`src/rtl/bcd2bin_seq.sv`:
```
// bcd2bin_seq: packed-BCD to binary converter, one reverse double-dabble step per clock with valid/ready handshake
module bcd2bin_seq #(
  parameter int DIGITS = 4
) (
  input  logic                                clk,
  input  logic                                rst,
  input  logic                                in_valid,
  output logic                                in_ready,
  input  logic [4*DIGITS-1:0]                 in_data,
  output logic                                out_valid,
  input  logic                                out_ready,
  output logic [$clog2(10**DIGITS)-1:0]       out_data,
  output logic                                out_err
);
  localparam int BIN_W = $clog2(10**DIGITS);
  localparam int CW = $clog2(BIN_W + 1);
  localparam logic [CW-1:0] LAST = CW'(BIN_W - 1);
  typedef enum logic [1:0] {IDLE, CONV, DONE} state_t;
  state_t state;
  logic [4*DIGITS-1:0] bcd, bcd_nx;
  logic [BIN_W-1:0] bin, bin_nx;
  logic [4*DIGITS+BIN_W-1:0] sh;
  logic [CW-1:0] cnt;
  logic err, bad;
  always_comb begin
    sh = {bcd, bin} >> 1;
    bin_nx = sh[BIN_W-1:0];
    bcd_nx = sh[BIN_W +: 4*DIGITS];
    bad = 1'b0;
    for (int i = 0; i < DIGITS; i++) begin
      bcd_nx[4*i +: 4] = bcd_nx[4*i +: 4] >= 4'd8 ? bcd_nx[4*i +: 4] - 4'd3 : bcd_nx[4*i +: 4];
      bad = bad | (in_data[4*i +: 4] > 4'd9);
    end
  end
  always_ff @(posedge clk) begin
    if (rst) begin
      state <= IDLE;
      in_ready <= 1'b1;
      out_valid <= 1'b0;
      out_data <= '0;
      out_err <= 1'b0;
      cnt <= '0;
      bcd <= '0;
      bin <= '0;
      err <= 1'b0;
    end else begin
      case (state)
        IDLE: if (in_valid) begin
          bcd <= in_data;
          bin <= '0;
          cnt <= '0;
          err <= bad;
          in_ready <= 1'b0;
          state <= CONV;
        end
        CONV: begin
          bcd <= bcd_nx;
          bin <= bin_nx;
          cnt <= cnt + CW'(1);
          if (cnt == LAST) begin
            state <= DONE;
            out_valid <= 1'b1;
            out_data <= err ? '0 : bin_nx;
            out_err <= err;
          end
        end
        DONE: if (out_ready) begin
          state <= IDLE;
          out_valid <= 1'b0;
          in_ready <= 1'b1;
        end
        default: state <= IDLE;
      endcase
    end
  end
endmodule

```
`config.mk`:
```
export PLATFORM = sky130hd
export DESIGN_NAME = bcd2bin_seq
export DESIGN_NICKNAME = d
export VERILOG_FILES = /design/src/rtl/bcd2bin_seq.sv
export SDC_FILE = /design/constraint.sdc
export NUM_CORES = 1
export LEC_CHECK = 0
export BUFFER_PORTS_ARGS = -buffer_cell sky130_fd_sc_hd__buf_2
export CAP_MARGIN = 20
export CORE_ASPECT_RATIO = 1.4
export CORE_MARGIN = 10
export CORE_UTILIZATION = 51
export DETAILED_ROUTE_END_ITERATION = 16
export GPL_TIMING_DRIVEN = 0
export PLACE_DENSITY = 0.75
export SLEW_MARGIN = 40
export SYNTH_ARGS = -nofsm -noshare
export SYNTH_HDL_FRONTEND = slang
export SYNTH_SLANG_ARGS = --single-unit
```
`constraint.sdc`:
```
create_clock -name clk -period 1.3 [get_ports clk]
set_clock_uncertainty 0.05 [all_clocks]
set_input_delay 0.065 -clock clk [delete_from_list [all_inputs] [get_ports clk]]
set_output_delay 0.065 -clock clk [all_outputs]
set_load 0.02 [all_outputs]
```
After elaboration in Yosys (flattened, before gate mapping) --
Index checks and enable logic that the tools add are counted.
Storage, ports and cells: register bits after elaboration 54, bits of input ports 20, output and inout port bits 17
Operators by class: $add $sub $neg 5, $lt $le $gt $ge 8, eq/ne operators 6, mux-type cells 21, bitwise gates (word level) 3, reduce and logical (&&, ||, !) cells 10
Operators by type and width (number):
- one-hot mux 16 bit (2 select lines) | 1
- 2-to-1 mux 14 bit | 2
- one-hot mux 14 bit (2 select lines) | 1
- 2-to-1 mux 4 bit | 5
- > comparator 4 bit (second input constant) | 4
- 2-to-1 mux 16 bit | 1
- >= comparator 4 bit (second input constant) | 3
- subtractor 4 x 2 -> 4 bit (second input constant) | 3
- AND reduction 3 bit | 3
- one-hot mux 4 bit (2 select lines) | 1
- 2-to-1 mux 2 bit | 3
- != test 2 bit (second input constant) | 3
- one-hot mux 2 bit (3 select lines) | 1
- AND reduction 2 bit | 3
- nonzero test 2 bit | 3
- adder 4 x 1 -> 4 bit (second input constant) | 1
- equality test 4 bit (second input constant) | 1
- >= comparator 3 x 4 -> 1 bit (second input constant) | 1
- 2-to-1 mux 1 bit | 4
- one-hot mux 1 bit (2 select lines) | 2
- subtractor 3 x 2 -> 4 bit (second input constant) | 1
- bitwise OR 1 bit | 3
- equality test 2 x 1 -> 1 bit (second input constant) | 1
- equality test 2 bit (second input constant) | 1
- logical NOT 2 bit | 1

Depth between registers and ports, before layout --
Gate-level depths: netlist of run 1.
word-level depth 4, depth in mapped cells 7

Least setup slack after synthesis of run 1 --
Ideal clock, no wire load.
path type register -> register, from register state[1], to register bcd[10], arrival time 1.223 ns, data required time 1.116 ns, path slack -0.107 ns, cell stages (with the launch flop) 6, cell sequence dfxtp_1 buf_6 or3b_4 buf_6 a211oi_2 a211oi_1
Between the ends: cells in the longest elaborated chain, start to end 3, elaborated cells between the ends (all ways) 6
Ends and longest elaborated chain:
- start: declaration | RTL line 19 | state_t state;
- start signal: assignment | RTL line 37 | state <= IDLE;
- start signal: assignment | RTL line 54 | state <= CONV;
- start signal: assignment | RTL line 61 | state <= DONE;
- equality test 2 x 1 -> 1 bit / logical NOT 2 bit (equally long branches) | RTL line 47 | case (state)
- nonzero test 2 bit (no source line) / != test 2 bit (equally long branches)
- AND reduction 2 bit (no source line)
- end signal: assignment | RTL line 49 | bcd <= in_data;
- end signal: assignment | RTL line 57 | bcd <= bcd_nx;
- end: declaration | RTL line 20 | logic [4*DIGITS-1:0] bcd, bcd_nx;
Several ways; a longest one is shown, not always the timed one. A chain may end at the register's enable or synchronous reset.

Final worst setup path of run 1 --
Same ends and word-level chain as after synthesis.

==> results of run 1 <==
-- cell type report --
| type | count | area share |
|---|---|---|
| buffer | 26 | 0.05668 |
| timing repair buffer | 52 | 0.1033 |
| clock buffer | 7 | 0.02679 |
| multi-input combinational | 205 | 0.4332 |
| sequential | 53 | 0.3354 |
| tap | 64 | 0.02484 |
| inverter | 9 | 0.01048 |
| clock inverter | 1 | 0.009317 |
-- tightest hold or removal path, cell delays in order --
cell and delay, ns:
sky130_fd_sc_hd__buf_2 0.10, sky130_fd_sc_hd__nand3b_1 0.13, sky130_fd_sc_hd__a21oi_2 0.06
-- flip-flops by register name (all words and copies together), names as in the netlist --
| signal | flops |
|---|---|
| bcd | 16 |
| out_data | 14 |
| bin | 13 |
| cnt | 4 |
| state | 2 |
| err | 1 |
| in_ready | 1 |
| out_err | 1 |
| out_valid | 1 |
-- where the power goes --
group | leakage [nW] | switching, W | internal, W
combinational | 0.755 | 0.000318 | 0.000266
sequential | 0.436 | 0.0000697 | 0.00169
clock | 0.0585 | 0.000537 | 0.000629
-- final timing paths --
check	startpoint	endpoint	slack [ns]	cells after the start
setup / recovery	state[1]	bcd[10]	-0.14	5
hold / removal	out_ready	state[1]	0.03	3
setup reg to reg	state[1]	bcd[10]	-0.14	5
hold reg to reg	out_valid	out_valid	0.42	2
-- per-layer routing --
layer,share of wire,up-vias
li1,-,1170
met1,0.40,1175
met2,0.53,75
met3,0.054,7
met4,0.012,0
met5,0,-
-- layout by cell type (no fill, tap or decap), drive strengths merged --
cell type	count
dlygate4sd3	6
ha	8
clkbuf	22
o32ai	3
nor4bb	3
inv	9
and3	1
a21oi	42
a211oi	6
nor2	8
a2bb2oi	3
xor2	4
dfxtp	53
nand3b	3
and3b	3
xnor2	3
nor3	1
nand4b	14
o21ai	24
nor3b	1
o221a	3
nand3	21
or3b	1
nand2	32
buf	57
a41oi	1
bufinv	1
nand2b	3
mux2	4
and4	1
o21ba	1
a311oi	4
nor2b	4
a31oi	3
-- what timing repair did --
item,4_1_cts,5_1_grt
gates resized for setup,35,29
cloned,1,0
pin swaps,14,5
endpoints found under the hold margin,6,0
endpoints found under the setup margin,53,48
setup buffers,10,1
hold buffers,6,0
-- per-stage QoR --
stage               total power, W  instance area, sq um  instances  hold slack (ns)
CTS                       0.003475                  3157        418         0.006666
finish                    0.003507                  3223        417          0.03487
detailed placement        0.002270                  2799        393           0.2752
global route              0.003641                  3223        417         0.004068
floorplan                 0.002117                  2544        294           0.1510
global placement          0.002257                  2799        393           0.2809
-- kinds of logic (layout without fill, tap and decap cells) --
kind of cell             count (synthesis)  count (layout)  synth area share
multiplexers                             4               4           0.01786
adder cells (fa/ha/maj)                  8               8           0.03968
flip-flops                              53              53            0.4206
buffers and inverters                   36              95           0.06597
AND/OR/NAND/NOR                         96              96            0.2158
AO/OA/AOI/OAI                           90              90            0.2158
XOR/XNOR                                 7               7           0.02431
==> metrics.yaml, run 1 <==
h-tree-depth: 2
setup_total_negative_slack_ns: -1.930
setup_violating_endpoint_count_in_the_final_report: 28
wire_length_of_the_first_global_routing_pass_um: 11990
grt_setup_unrepaired: "true"
gr-usage-all-layers: 0.1813
critPathArrivalTime_ns: 1.56
tritoncts_clock_tree: "built"
areaGrowthSynthToFinish_pct: 27.78
floorplan.core_area_sq_um: 4805
yosysSeqAreaShare: 0.4206
multi_input_gate_area_in_the_final_layout_sq_um: 1396
ant_nets: 0
mappedNetlistNets: 322
die-area_sq_um: 8198
vias_per_cell: 5.820
mappedNetlistArea_sq_um: 2522
yosys.cell_count.top_type: "sky130_fd_sc_hd__dfxtp_1"
remaining_drc_errors: 0
cts.clk_slew.worst_paths_ns: 0.10
report.final.slew_viol_count: 0
max_slew.worst_pin.slew_ns: 0.5552
power_density_nw_per_um2: 1088
count_of_pins_on_the_block_boundary: 37
cts_root_buf: "sky130_fd_sc_hd__clkbuf_8"
worst_path_largest_cell_delay_ns: 0.39
most_frequent_cells_after_synthesis: "sky130_fd_sc_hd__dfxtp_1, sky130_fd_sc_hd__a21oi_1, sky130_fd_sc_hd__nand2_1"
grt_use_met3: 0.04152
cts.sinks: 53
postLayoutSetupSlackWorst_ns: -0.1354
cts-buffers-inserted: 5
chip_width_um: 79.44
gp_congestion: 0.8591
worst_setup_path_start_kind: "flip-flop"
synthDominantCellAreaShare: 0.4206
netlist.top_cell.by_area: "sky130_fd_sc_hd__dfxtp_1"
grt.busiest_layer: "met2"
global_route.overflow_total: 0
dieHeight_um: 103.2
critical_path_s_top_delay_family: "simple AND/OR/NAND/NOR gates"
min-delay-path-class: "in -> reg"
core.rowCount: 30
final_period_minus_worst_setup_slack_ns: 1.435
maxClockFrequency_mhz: 696.7
first_pass_iters: 4
cts-root-to-sink-buffers: 2
grt_pass1_vias: 2489
synthFlopType: "sky130_fd_sc_hd__dfxtp_1"
detailed_place_hpwl_um: 4803
antenna-diode-count: 0
critical_path_fanouts_max: 10
period_share: 1.104
postLayoutCoreUtil: 0.6708
use_met2: 0.3327
insertion_delay_ns: 0.31
maxCapViolations: 0
filler_cell_count: 423
synthesis.yosys.warnings: 0
async_set_or_reset_flop_fraction_in_the_synthesized_netlist: 0
area.sequential_sq_um: 1081
cell_type_of_the_slowest_stage_on_the_worst_timing_path: "sky130_fd_sc_hd__or3b_4"
final_nets: 380
crit_chain: "buf_6 > or3b_4 > buf_6 > a211oi_2 > a211oi_1"
hold_viol_final: 0
synth.distinct_cells: 37
largest_net_degree_at_the_start_of_global_routing: 16
violations: "setup timing"
average_wire_length_per_cell_after_detail_routing_um: 17.65
number_of_buffers_and_inverters_on_the_critical_path: 2
ys_top_cells_by_area: "sky130_fd_sc_hd__dfxtp_1, sky130_fd_sc_hd__a21oi_1, sky130_fd_sc_hd__nand4b_1, sky130_fd_sc_hd__nand2_1, sky130_fd_sc_hd__o21ai_0"
use_met1: 0.1960
max_slew_margin: 0.6299
finalWirelength_um: 7358
worstPathRequired_ns: 1.43
routed_via_count: 2427
synthCells: 294
initial_core_util: 0.5250
outcome: "finished, violations left"
ir_worst_vdd_v: 0.0007102
number_of_flops_mapped_to_enable_cells_by_yosys: 0
pre_cts_ws_ns: -0.2906
final_layout_size_suffix_gt1_frac: 0.3144
io_buffer_count: 35
critical_path.endpoint_type: "flip-flop"
p_leak_nw: 1.250
path_class: "reg -> reg"
synth_seq_cells: 53
grt_antenna_before_repair: 0
critical_path.most_common_cell: "sky130_fd_sc_hd__buf_6"
avgSynthCellArea_sq_um: 8.580
drt_first_iter_violations: 178
Note: power is estimated with default switching activity, not from simulation.
==> inputs of run 2 (changes only) <==
SETUP_SLACK_MARGIN = 0.5   (was unset)
==> metrics.yaml, run 2 (synthesis gave the netlist of run 1 again) <==
outcome: "finished, violations left"
violations: "hold timing, setup timing"
max_slew_margin: 0.5770
max_slew.worst_pin.slew_ns: 0.6345
p_leak_nw: 1.408
critPathArrivalTime_ns: 1.62
drt_first_iter_violations: 199
gp_congestion: 0.8571
ir_worst_vdd_v: 0.0007197
setup_violating_endpoint_count_in_the_final_report: 40
core.rowCount: 30
routed_via_count: 2633
most_frequent_standard_cell_in_the_layout_excluding_fill_and_tap_cells: "sky130_fd_sc_hd__buf_6"
antenna-diode-count: 0
grt_antenna_before_repair: 0
io_buffer_count: 35
cts.sinks: 53
vias_per_cell: 6.095
worst-r2r-cell-count: 5
number_of_cells_in_the_finished_layout_apart_from_fillers: 432
rrSetupSlack_ns: -0.20
most-common-layout-cells: "sky130_fd_sc_hd__buf_6, sky130_fd_sc_hd__a21oi_1, sky130_fd_sc_hd__nand2_1, sky130_fd_sc_hd__dfxtp_1, sky130_fd_sc_hd__dfxtp_2"
worstPathRequired_ns: 1.43
final_period_minus_worst_setup_slack_ns: 1.497
cts.clk_slew.worst_paths_ns: 0.10
report.final.slew_viol_count: 0
filler_cell_count: 310
path_class: "reg -> reg"
hold_ws_ns: -0.03101
wire_length_of_the_first_global_routing_pass_um: 12680
cts-buffers-inserted: 5
largest_register: "bcd"
maxCapViolations: 0
period_share: 1.151
cts_root_buf: "sky130_fd_sc_hd__clkbuf_8"
first_pass_iters: 5
fin_total_pwr_w: 0.003523
critical_path_fanouts_max: 5
postLayoutSetupSlackWorst_ns: -0.1966
ctsHoldBuffers: 4
pre_cts_ws_ns: -0.1847
crit_start: "state[1]"
final_nets: 396
remaining_drc_errors: 0
regToRegStartpoint: "state[1]"
finalWirelength_um: 8640
floorplan.core_area_sq_um: 4805
layout_top_registers: "bcd: 16 flops, out_data: 14 flops, bin: 13 flops"
ant_nets: 0
final_layout_size_suffix_gt1_frac: 0.4647
average_wire_length_per_cell_after_detail_routing_um: 20.00
insertion_delay_ns: 0.32
tritoncts_clock_tree: "built"
chip_width_um: 79.44
detailed_place_hpwl_um: 4719
grt_setup_unrepaired: "true"
worst_hold_path.endpoint: "bcd[12]"
cts-root-to-sink-buffers: 2
dieHeight_um: 103.2
count_of_pins_on_the_block_boundary: 37
global_route.overflow_total: 0
die-area_sq_um: 8198
worst_r2r_endpoint: "bcd[10]"
largest_net_degree_at_the_start_of_global_routing: 16
timing.hold.worst_path_depth: 3
post-place-cells: 393
flip_flop_count_of_the_largest_register_all_copies_and_words_added: 16
grt_pass1_vias: 2540
gr-usage-all-layers: 0.1949
h-tree-depth: 2
areaGrowthSynthToFinish_pct: 48.26
min-delay-path-class: "in -> reg"
hold_viol_final: 3
power_density_nw_per_um2: 941.9
maxClockFrequency_mhz: 668.2
hold_wc_startpoint: "in_data[12]"
critical_path.endpoint_type: "flip-flop"
initial_core_util: 0.5250
worst_setup_path_start_kind: "flip-flop"
## run 2: worst max path at each step
| stage | to | slack [ns] | depth (start not counted) |
|---|---|---|---|
| after CTS | bcd[10] | -0.15 | 5 |
| after global placement | bcd[5] | -0.18 | 4 |
| after detailed placement | bcd[5] | -0.18 | 4 |
| after floorplan | bcd[10] | -0.04 | 5 |
| after global routing | bcd[9] | -0.25 | 7 |
| final | bcd[10] | -0.20 | 5 |
## run 2: critical path, stage by stage (launching register included)
cell	delay [ns]
sky130_fd_sc_hd__dfxtp_2	0.35
sky130_fd_sc_hd__buf_6	0.13
sky130_fd_sc_hd__or3b_4	0.42
sky130_fd_sc_hd__buf_8	0.15
sky130_fd_sc_hd__a211oi_2	0.18
sky130_fd_sc_hd__a211oi_1	0.07
## run 2: where the power goes
part           switching, W  internal (W)
sequential        0.0000738       0.00169
combinational      0.000404      0.000379
clock              0.000554      0.000424
total               0.00103       0.00249
## run 2: cell type report
cell class / instances / area [sq um] / share of cell area
clock buffers: 6 / 82.58 / 0.02208
plain buffers: 27 / 252.7 / 0.06758
multi-input cells: 205 / 1538 / 0.4112
well taps: 64 / 80.08 / 0.02141
inverters: 9 / 33.78 / 0.009033
clock inverters: 1 / 6.256 / 0.001673
flip-flops and latches: 53 / 1104 / 0.2951
repair buffers: 67 / 643.1 / 0.1720
## run 2: timing repair
item                       4_1_cts  5_1_grt
buffers inserted                16        9
pin swaps                       15       21
setup endpoints to repair       70       70
hold endpoints to repair         7        3
gates cloned                     3        0
gates resized for setup        101       68
## run 2: routing by layer
layer,up-vias,wire length (um),share of wire,GRT usage
li1,1205,-,-,-
met1,1276,3309,0.38,0.2164
met2,129,4578,0.53,0.3427
met3,23,503,0.058,0.05017
met4,0,249,0.029,0.08160
met5,-,0,0,0
## run 2: through the flow
stage	TNS (ns)	utilization	hold slack, ns	cell area (sq um)
2_1_floorplan	-0.07881	-	0.1510	2634
3_3_place_gp	-2.806	0.6013	0.2808	2889
3_5_place_dp	-3.165	0.6013	0.2931	2889
4_1_cts	-2.420	0.7216	-0.02813	3467
5_1_grt	-5.367	0.7784	-0.01870	3740
6_report	-3.311	0.7784	-0.03101	3740
